==> src/rtl/rns_fwd_conv_if.sv <==
// Streaming bus for the RNS forward converter: signed binary word in, residue triple out.
// master = producer/consumer side, slave = converter side.
interface rns_fwd_conv_if #(
   parameter int N = 5
);
   // Handshake: a word moves on a rising clock edge when valid & ready are both high.
   // A source holds valid and its data steady until that edge. The converter holds
   // out_valid and the residues steady while out_ready is low.
   logic              in_valid;
   logic              in_ready;
   logic [3*N-1:0]    in_data;
   logic              out_valid;
   logic              out_ready;
   logic [N:0]        r_p1;
   logic [N-1:0]      r_p0;
   logic [N-1:0]      r_m1;
   logic              range_err;

   modport master (
      output in_valid,
      output in_data,
      output out_ready,
      input  in_ready,
      input  out_valid,
      input  r_p1,
      input  r_p0,
      input  r_m1,
      input  range_err
   );

   modport slave (
      input  in_valid,
      input  in_data,
      input  out_ready,
      output in_ready,
      output out_valid,
      output r_p1,
      output r_p0,
      output r_m1,
      output range_err
   );
endinterface

==> src/rtl/rns_fwd_conv.sv <==
// Two-stage forward converter: signed 3N-bit X -> residues mod {2^N+1, 2^N, 2^N-1}.
// Optional range check enabled by defining RNS_FWD_RANGE_CHK_EN.
module rns_fwd_conv #(
   parameter int N = 5
) (
   input  logic             clk,
   input  logic             rst_n,
   rns_fwd_conv_if.slave    bus
);

   localparam int W  = 3 * N;
   localparam int PW = N + 3;

   localparam logic signed [PW-1:0] MOD_P1 = PW'(2**N + 1);
   localparam logic [N:0]           P1_TOP = (N+1)'(2**N);
   localparam logic [N-1:0]         ALL1   = '1;
   localparam logic [N-1:0]         M1_TOP = ALL1 - N'(1);

   // ------------------------------------------------------------------
   // Flow control
   // ------------------------------------------------------------------
   logic s1_valid_q, s1_valid_d;
   logic s2_valid_q, s2_valid_d;
   logic stall;
   logic s1_load;
   logic s2_load;

   assign stall        = s2_valid_q & ~bus.out_ready;
   assign bus.in_ready = ~(s1_valid_q & stall);
   assign s1_load      = bus.in_valid & bus.in_ready;
   assign s2_load      = ~stall & s1_valid_q;

   // in_ready high means S1 is either empty or moving into S2 this edge.
   always_comb begin
      s1_valid_d = s1_valid_q;
      if (bus.in_ready) begin
         s1_valid_d = bus.in_valid;
      end
   end

   always_comb begin
      s2_valid_d = s2_valid_q;
      if (!stall) begin
         s2_valid_d = s1_valid_q;
      end
   end

   // ------------------------------------------------------------------
   // Stage S1: chunk folding on the unsigned bit pattern
   // ------------------------------------------------------------------
   logic [N-1:0]         u0, u1, u2;
   logic [N+1:0]         sum_m1;
   logic [N:0]           fold_m1;
   logic [N-1:0]         a_m1_d;
   logic signed [PW-1:0] t_p1;
   logic signed [PW-1:0] adj_p1;
   logic [N:0]           a_p1_d;
   logic [N-1:0]         a_p0_d;
   logic                 sign_d;
   logic                 oor_d;

   assign {u2, u1, u0} = bus.in_data;
   assign a_p0_d       = u0;
   assign sign_d       = bus.in_data[W-1];

   // Two end-around folds bring the three-chunk sum back into N bits;
   // the all-ones result is a second encoding of zero, cleaned up in S2.
   always_comb begin
      sum_m1  = {2'b00, u0} + {2'b00, u1} + {2'b00, u2};
      fold_m1 = {1'b0, sum_m1[N-1:0]} + {{(N-1){1'b0}}, sum_m1[N+1:N]};
      a_m1_d  = fold_m1[N-1:0] + {{(N-1){1'b0}}, fold_m1[N]};
   end

   // u0 - u1 + u2 spans -(2^N-1) .. 2^(N+1)-2, so one conditional add or
   // subtract of the modulus is enough.
   always_comb begin
      t_p1   = $signed({3'b000, u0}) + $signed({3'b000, u2}) - $signed({3'b000, u1});
      adj_p1 = t_p1;
      if (t_p1[PW-1]) begin
         adj_p1 = t_p1 + MOD_P1;
      end else if (t_p1 >= MOD_P1) begin
         adj_p1 = t_p1 - MOD_P1;
      end
      a_p1_d = (N+1)'(adj_p1);
   end

`ifdef RNS_FWD_RANGE_CHK_EN
   // Legal X spans -M/2 .. M/2-1 with M/2 = 2^(3N-1) - 2^(N-1).
   localparam logic [W-1:0]        HALF_M = (W'(1) << (W-1)) - (W'(1) << (N-1));
   localparam logic signed [W-1:0] LIM_HI = $signed(HALF_M - W'(1));
   localparam logic signed [W-1:0] LIM_LO = $signed(-HALF_M);

   assign oor_d = ($signed(bus.in_data) > LIM_HI) || ($signed(bus.in_data) < LIM_LO);
`else
   assign oor_d = 1'b0;
`endif

   logic [N-1:0] s1_a_m1_q;
   logic [N:0]   s1_a_p1_q;
   logic [N-1:0] s1_a_p0_q;
   logic         s1_sign_q;
   logic         s1_oor_q;

   always_ff @(posedge clk) begin
      if (!rst_n) begin
         s1_valid_q <= 1'b0;
         s1_a_m1_q  <= '0;
         s1_a_p1_q  <= '0;
         s1_a_p0_q  <= '0;
         s1_sign_q  <= 1'b0;
         s1_oor_q   <= 1'b0;
      end else begin
         s1_valid_q <= s1_valid_d;
         if (s1_load) begin
            s1_a_m1_q <= a_m1_d;
            s1_a_p1_q <= a_p1_d;
            s1_a_p0_q <= a_p0_d;
            s1_sign_q <= sign_d;
            s1_oor_q  <= oor_d;
         end
      end
   end

   // ------------------------------------------------------------------
   // Stage S2: negative correction, since X = U - 2^3N when the sign bit is set
   // ------------------------------------------------------------------
   logic [N-1:0] r_m1_d;
   logic [N:0]   r_p1_d;
   logic [N-1:0] r_p0_d;
   logic         range_err_d;

   always_comb begin
      r_m1_d = s1_a_m1_q;
      if (s1_sign_q) begin
         r_m1_d = (s1_a_m1_q == '0) ? M1_TOP : s1_a_m1_q - N'(1);
      end else if (s1_a_m1_q == ALL1) begin
         r_m1_d = '0;
      end
   end

   always_comb begin
      r_p1_d = s1_a_p1_q;
      if (s1_sign_q) begin
         r_p1_d = (s1_a_p1_q == P1_TOP) ? '0 : s1_a_p1_q + (N+1)'(1);
      end
   end

   assign r_p0_d      = s1_a_p0_q;
   assign range_err_d = s1_oor_q;

   logic [N:0]   r_p1_q;
   logic [N-1:0] r_p0_q;
   logic [N-1:0] r_m1_q;
   logic         range_err_q;

   always_ff @(posedge clk) begin
      if (!rst_n) begin
         s2_valid_q  <= 1'b0;
         r_p1_q      <= '0;
         r_p0_q      <= '0;
         r_m1_q      <= '0;
         range_err_q <= 1'b0;
      end else begin
         s2_valid_q <= s2_valid_d;
         if (s2_load) begin
            r_p1_q      <= r_p1_d;
            r_p0_q      <= r_p0_d;
            r_m1_q      <= r_m1_d;
            range_err_q <= range_err_d;
         end
      end
   end

   assign bus.out_valid = s2_valid_q;
   assign bus.r_p1      = r_p1_q;
   assign bus.r_p0      = r_p0_q;
   assign bus.r_m1      = r_m1_q;
   assign bus.range_err = range_err_q;

   // ------------------------------------------------------------------
   // Embedded properties
   // ------------------------------------------------------------------
   a_p1_below_mod: assert property (@(posedge clk) disable iff (!rst_n)
      s2_valid_q |-> (r_p1_q <= P1_TOP));

   a_m1_not_all_ones: assert property (@(posedge clk) disable iff (!rst_n)
      s2_valid_q |-> (r_m1_q != ALL1));

   a_hold_on_stall: assert property (@(posedge clk) disable iff (!rst_n)
      stall |=> (s2_valid_q && $stable({r_p1_q, r_p0_q, r_m1_q, range_err_q})));

endmodule

==> src/flat_wrapper.sv <==
// flat-port wrapper written by rule: the top's interface ports become plain ports
module rns_fwd_conv_flat 
#(
   parameter int N = 5
)
  (clk, rst_n, bus_in_valid, bus_in_data, bus_out_ready, bus_in_ready, bus_out_valid, bus_r_p1, bus_r_p0, bus_r_m1, bus_range_err);
  rns_fwd_conv_if #(.N(N)) bus_i ();
  input  logic clk;
  input  logic rst_n;
  input wire logic [$bits(bus_i.in_valid)-1:0] bus_in_valid;
  input wire logic [$bits(bus_i.in_data)-1:0] bus_in_data;
  input wire logic [$bits(bus_i.out_ready)-1:0] bus_out_ready;
  output wire logic [$bits(bus_i.in_ready)-1:0] bus_in_ready;
  output wire logic [$bits(bus_i.out_valid)-1:0] bus_out_valid;
  output wire logic [$bits(bus_i.r_p1)-1:0] bus_r_p1;
  output wire logic [$bits(bus_i.r_p0)-1:0] bus_r_p0;
  output wire logic [$bits(bus_i.r_m1)-1:0] bus_r_m1;
  output wire logic [$bits(bus_i.range_err)-1:0] bus_range_err;
  assign bus_i.in_valid = bus_in_valid;
  assign bus_i.in_data = bus_in_data;
  assign bus_i.out_ready = bus_out_ready;
  assign bus_in_ready = bus_i.in_ready;
  assign bus_out_valid = bus_i.out_valid;
  assign bus_r_p1 = bus_i.r_p1;
  assign bus_r_p0 = bus_i.r_p0;
  assign bus_r_m1 = bus_i.r_m1;
  assign bus_range_err = bus_i.range_err;
  rns_fwd_conv #(.N(N)) u_core (.clk(clk), .rst_n(rst_n), .bus(bus_i));
endmodule
==> config.mk <==
export PLATFORM = sky130hd
export DESIGN_NAME = rns_fwd_conv_flat
export DESIGN_NICKNAME = d
export VERILOG_FILES = /design/src/rtl/rns_fwd_conv_if.sv /design/src/rtl/rns_fwd_conv.sv /design/src/flat_wrapper.sv
export SDC_FILE = /design/constraint.sdc
export NUM_CORES = 1
export LEC_CHECK = 0
export ABC_CLOCK_PERIOD_IN_PS = 8100
export CAP_MARGIN = 10
export CORE_MARGIN = 10
export CORE_UTILIZATION = 35
export DETAILED_ROUTE_END_ITERATION = 10
export SETUP_SLACK_MARGIN = 0.5
export SLEW_MARGIN = 15
export SYNTH_ARGS = -nofsm -noshare
export SYNTH_HDL_FRONTEND = slang
export SYNTH_SLANG_ARGS = --single-unit
==> constraint.sdc <==
create_clock -name clk -period 8.1 [get_ports clk]
set_clock_uncertainty 0.2 [all_clocks]
set_input_delay 2.43 -clock clk [delete_from_list [all_inputs] [get_ports clk]]
set_output_delay 2.43 -clock clk [all_outputs]
set_load 0.05 [all_outputs]
After elaboration in Yosys (flattened, before gate mapping)

Cells that the tools add are included.

Add/sub/neg operators: 10
$lt $le $gt $ge: 1
Equality and inequality tests: 2
Muxes and demuxes: 7
Bitwise logic cells: 7
Reduce and logical (&&, ||, !) cells: 1

Operators by type and width:

| operator                                                           | count |
|---|---|
| 2-to-1 mux 6 bit                                                   | 4 |
| 2-to-1 mux 5 bit                                                   | 3 |
| adder 5 x 5 -> 6 bit                                               | 2 |
| greater-or-equal comparator 8 x 7 -> 1 bit (second input constant) | 1 |
| adder 7 x 5 -> 7 bit                                               | 1 |
| subtractor 6 x 5 -> 7 bit                                          | 1 |
| adder 5 x 2 -> 6 bit                                               | 1 |
| adder 6 x 1 -> 6 bit (second input constant)                       | 1 |
| adder 6 bit (second input constant)                                | 1 |
| equality test 6 bit (second input constant)                        | 1 |
| subtractor 6 bit (second input constant)                           | 1 |
| adder 5 x 1 -> 5 bit                                               | 1 |
| equality test 5 bit (second input constant)                        | 1 |
| logical NOT 5 bit                                                  | 1 |
| subtractor 5 x 1 -> 5 bit (second input constant)                  | 1 |
| AND 1 bit                                                          | 4 |
| NOT 1 bit                                                          | 3 |

Register bits: 35
Input port bits: 19
Word-level logic and storage cells: 37

Depth between registers and ports, before layout

Depth in word-level cells: 5
Mapped depth: 22
Gate-level depth less buffers: 22

Worst setup path before layout

Ideal clock, no wire load.

Path kind: input to register
Start: input bus_in_data[6]
End: register u_core.s1_a_m1_q[4]
Setup time: 0.062 ns
Arrival time: 5.667 ns
Required time: 7.838 ns
Slack: 2.170 ns
Cell stages on the path: 22
Cell sequence: inv_1 -> ha_1 -> inv_1 -> a21o_1 -> a21oi_1 -> xor2_1 -> ha_1 -> a21oi_1 -> o21ai_0 -> a21oi_1 -> nor2_1 -> ha_1 -> a21oi_1 -> nor2b_1 -> and3_1 -> ha_1 -> ha_1 -> nor2_1 -> o21ai_0 -> mux2i_1 -> or3_1 -> nand3_1

Word-level cells in the longest chain between the ends: 4

RTL lines:

| element              | line                | source |
|---|---|---|
| start, declared      | flat_wrapper.sv:11  | `input wire logic [$bits(bus_i.in_data)-1:0] bus_in_data;` |
| adder 5 x 5 -> 6 bit | rns_fwd_conv.sv:69  | `sum_m1 = {2'b00, u0} + {2'b00, u1} + {2'b00, u2};` |
| adder 7 x 5 -> 7 bit | rns_fwd_conv.sv:69  |  |
| adder 5 x 2 -> 6 bit | rns_fwd_conv.sv:70  | `fold_m1 = {1'b0, sum_m1[N-1:0]} + {{(N-1){1'b0}}, sum_m1[N+1:N]};` |
| adder 5 x 1 -> 5 bit | rns_fwd_conv.sv:71  | `a_m1_d = fold_m1[N-1:0] + {{(N-1){1'b0}}, fold_m1[N]};` |
| end signal, assigned | rns_fwd_conv.sv:115 | `s1_a_m1_q <= a_m1_d;` |
| end, declared        | rns_fwd_conv.sv:98  | `logic [N-1:0] s1_a_m1_q;` |

Every way passes these cells.
A chain may end at the register's enable or synchronous reset.

Worst setup path after layout

Ends and elaborated chain as after synthesis.

==> impl_metrics.tcl <==
set metrics [dict create \
    busiest_layer "met2" \
    tns_ns 0 \
    io_pins 38 \
    path_cells "clkdlybuf4s50_1 > inv_1 > ha_1 > inv_1 > a21o_1 > a21oi_1 > xor2_1 > ha_1 > a21oi_1 > o21ai_0 > a21oi_1 > nor2_1 > ha_1 > a21oi_1 > nor2b_1 > and3_1 > ha_1 > ha_1 > nor2_1 > o21ai_0 > mux2i_1 > or3_1 > nand3_1" \
    syn_to_final_growth_pct 19.3 \
    finalCritPeriodShare_pct 82.6 \
    arrival_ns 6.71 \
    synth.net_count 406 \
    ys_seq_area_share_pct 25.2 \
    hold_class "register to register" \
    ctsResizeCount 0 \
    hold_viol_final 0 \
    r2r_cells 5 \
    die_y_um 109 \
    final_area_um2 3320 \
    cp_num_buf_inv 3 \
    numPortBuffers 36 \
    yosys.area.top_type "dfxtp_1" \
    crit_path_start "bus_in_data[6]" \
    status "completed" \
    cts_hold_buffers 0 \
    setup_viol 0 \
    yosysWarningCount 0 \
    ant_nets 0 \
    route.detailed.drc 0 \
    slowest_delay_ns 0.58 \
    grt_use_met2_pct 17.1 \
    post-cts-setup-buffers 0 \
    leakagePower_nw 1.38 \
    p_per_area_nw_per_um2 193 \
    cts.clk_slew.worst_paths_ns 0.07 \
    synthCells 346 \
    post-route-util_pct 42.9 \
    cp-start-kind "primary input" \
    crit_top_cell "ha_1" \
    drive_gt1_share_pct 5.31 \
    num_vias 2408 \
    viasPerCell 5.03 \
    path_depth 23 \
    antennaDiodeCount 0 \
    synth.area.top_cells "dfxtp_1, ha_1, fa_1, a21oi_1, nand2_1" \
    relSlewSlack_pct 54.8 \
    ir_drop_mv 0.0571 \
    period_minus_slack_ns 6.69 \
    rows 32 \
    power_mw 0.640 \
    hold_path_end "u_core.bus.r_p0[4]$_SDFFE_PN0P_" \
    criticalPathCategory "primary input to register" \
    ys_types 56 \
    synth_area_um2 2780 \
    syn_area_per_cell_um2 8.04 \
    crit_family "adder cells" \
    synth.top_cell.area_share_pct 25.2 \
    cts_num_sinks 35 \
    synth-seq-cells 35 \
    first_global_vias 2301 \
    cp.required_ns 8.12 \
    cts_tree "built" \
    holdCritStartpoint "u_core.bus.r_p0[4]$_SDFFE_PN0P_" \
    grt_antenna_before_repair 0 \
    tightest_slew_ns 0.677 \
    wl_per_cell_um 12.9 \
    reg2reg_setup_slack_ns 5.88 \
    htreeDepth 2 \
    start_util_pct 36.0 \
    cap_violations 0 \
    root_buffer "clkbuf_8" \
    grt_pass1_wl_um 10600 \
    async_flop_share_pct 0 \
    rsz0062_at_grt "no" \
    fp.dieW_um 109 \
    die_area_um2 11900 \
    gp_congestion 0.810 \
    endpoint_kind "register" \
    max_clock_freq_mhz 149 \
    placed_area_um2 3220 \
    holdPathStages 2 \
    synthTopCellsByCount "nand2_1, inv_1, dfxtp_1" \
    path_max_fanout 4 \
    report.final.slew_viol_count 0 \
    dp_hpwl_um 4950 \
    grt_start_max_net_pins 29 \
    yosysMostFrequentCell "nand2_1" \
    synth_flop_cell "dfxtp_1" \
    use_met1_pct 13.6 \
    postRouteWirelength_um 6170 \
    grt.met3_usage_pct 1.83 \
    fin_nets 436 \
    clk-insertion-delay-late_ns 0.28 \
    dp.cells 471 \
    cts_inserted_buffers 5 \
    slowest_stage "clkdlybuf4s50_1" \
    firstDrtPassIters 4 \
    fin_cells 479 \
    timing.rr.start "u_core.s1_valid_q$_SDFFE_PN0N_" \
    grt_overflow 0 \
    fill_cells 805 \
    synth_edf_count 0 \
    dr.first_iter.drc_count 113 \
    r2r-end "u_core.s1_a_p1_q[4]$_SDFFE_PN0P_" \
    grt_util_all_layers_pct 10.6 \
    clk_path_buf_depth 2 \
    coreArea_um2 7730 \
]
-- power by group --
part / internal [mW] / total (mW) / switching (mW)
logic: 0.121 / 0.292 / 0.171
registers: 0.191 / 0.212 / 0.0213
clock network: 0.0775 / 0.135 / 0.0577
-- logic make-up after synthesis --
logic type / synth area share [%]
flip-flops: 25.2
other: 0.135
multiplexers: 0.720
XOR/XNOR: 6.30
adder cells (fa/ha/maj): 20.6
buffers and inverters: 7.15
AND/OR/NAND/NOR: 20.2
AO/OA/AOI/OAI: 19.7
-- final cells by class --
cell class                      count  area (um2)  area share [%]
Clock buffer                        8         100            3.02
Tap cell                          102         128            3.85
Sequential cell                    35         701            21.1
Multi-Input combinational cell    259        1880            56.7
Timing Repair Buffer               36         360            10.9
Inverter                           39         146            4.41
-- layer usage --
layer	up-vias	part of all wire, %
met1	1101	49
met3	10	4.6
li1	1247	-
met4	0	1.7
met2	50	45
met5	-	0
-- layout by cell type, fill, tap and decap left out, drive strengths merged, types with 3 or more instances in the layout --
cell,netlist,final
fa,8,8
clkbuf,10,8
xnor2,9,9
nand2,40,40
o21ai,9,9
nor2,27,27
a21o,3,3
and2,3,3
xor2,11,11
a31oi,3,3
a211oi,6,6
and3,4,4
inv,39,39
nand4,5,5
nor3b,5,5
nand3,13,13
dfxtp,35,35
ha,33,33
clkdlybuf4s50,0,36
nor3,10,10
a21oi,30,30
-- per-stage QoR --
step / hold slack [ns] / worst slack [ns]
2_1_floorplan: 0.232 / 2.17
3_3_place_gp: 0.242 / 1.35
3_5_place_dp: 0.247 / 1.16
4_1_cts: 0.257 / 1.44
5_1_grt: 0.275 / 1.04
6_report: 0.253 / 1.41
-- tightest hold or removal path: cells and delay by family (launching register included) --
| kind | cells | cell delay [ns] |
|---|---|---|
| AOI/OAI and AO/OA | 1 | 0.05 |
| and+or+nand+nor | 1 | 0.05 |
| DFF | 1 | 0.31 |
-- worst max path at each step --
stage                                       end  slack [ns]
3_5_place_dp   u_core.s1_a_m1_q[4]$_SDFFE_PN0P_        1.16
2_1_floorplan  u_core.s1_a_m1_q[4]$_SDFFE_PN0P_        2.17
4_1_cts        u_core.s1_a_m1_q[4]$_SDFFE_PN0P_        1.44
5_1_grt        u_core.s1_a_m1_q[4]$_SDFFE_PN0P_        1.04
3_3_place_gp   u_core.s1_a_m1_q[4]$_SDFFE_PN0P_        1.35
6_report       u_core.s1_a_m1_q[4]$_SDFFE_PN0P_        1.41
-- sequential cells by signal, indices dropped and copies added (netlist names) --
signal                flops
u_core.bus.out_valid      1
u_core.s1_a_p1_q          6
u_core.bus.r_p0           5
u_core.s1_valid_q         1
u_core.s1_sign_q          1
u_core.r_p0_d             5
u_core.bus.r_m1           5
u_core.s1_a_m1_q          5
u_core.bus.r_p1           6
No activity file was read; power rests on OpenSTA's default activity.
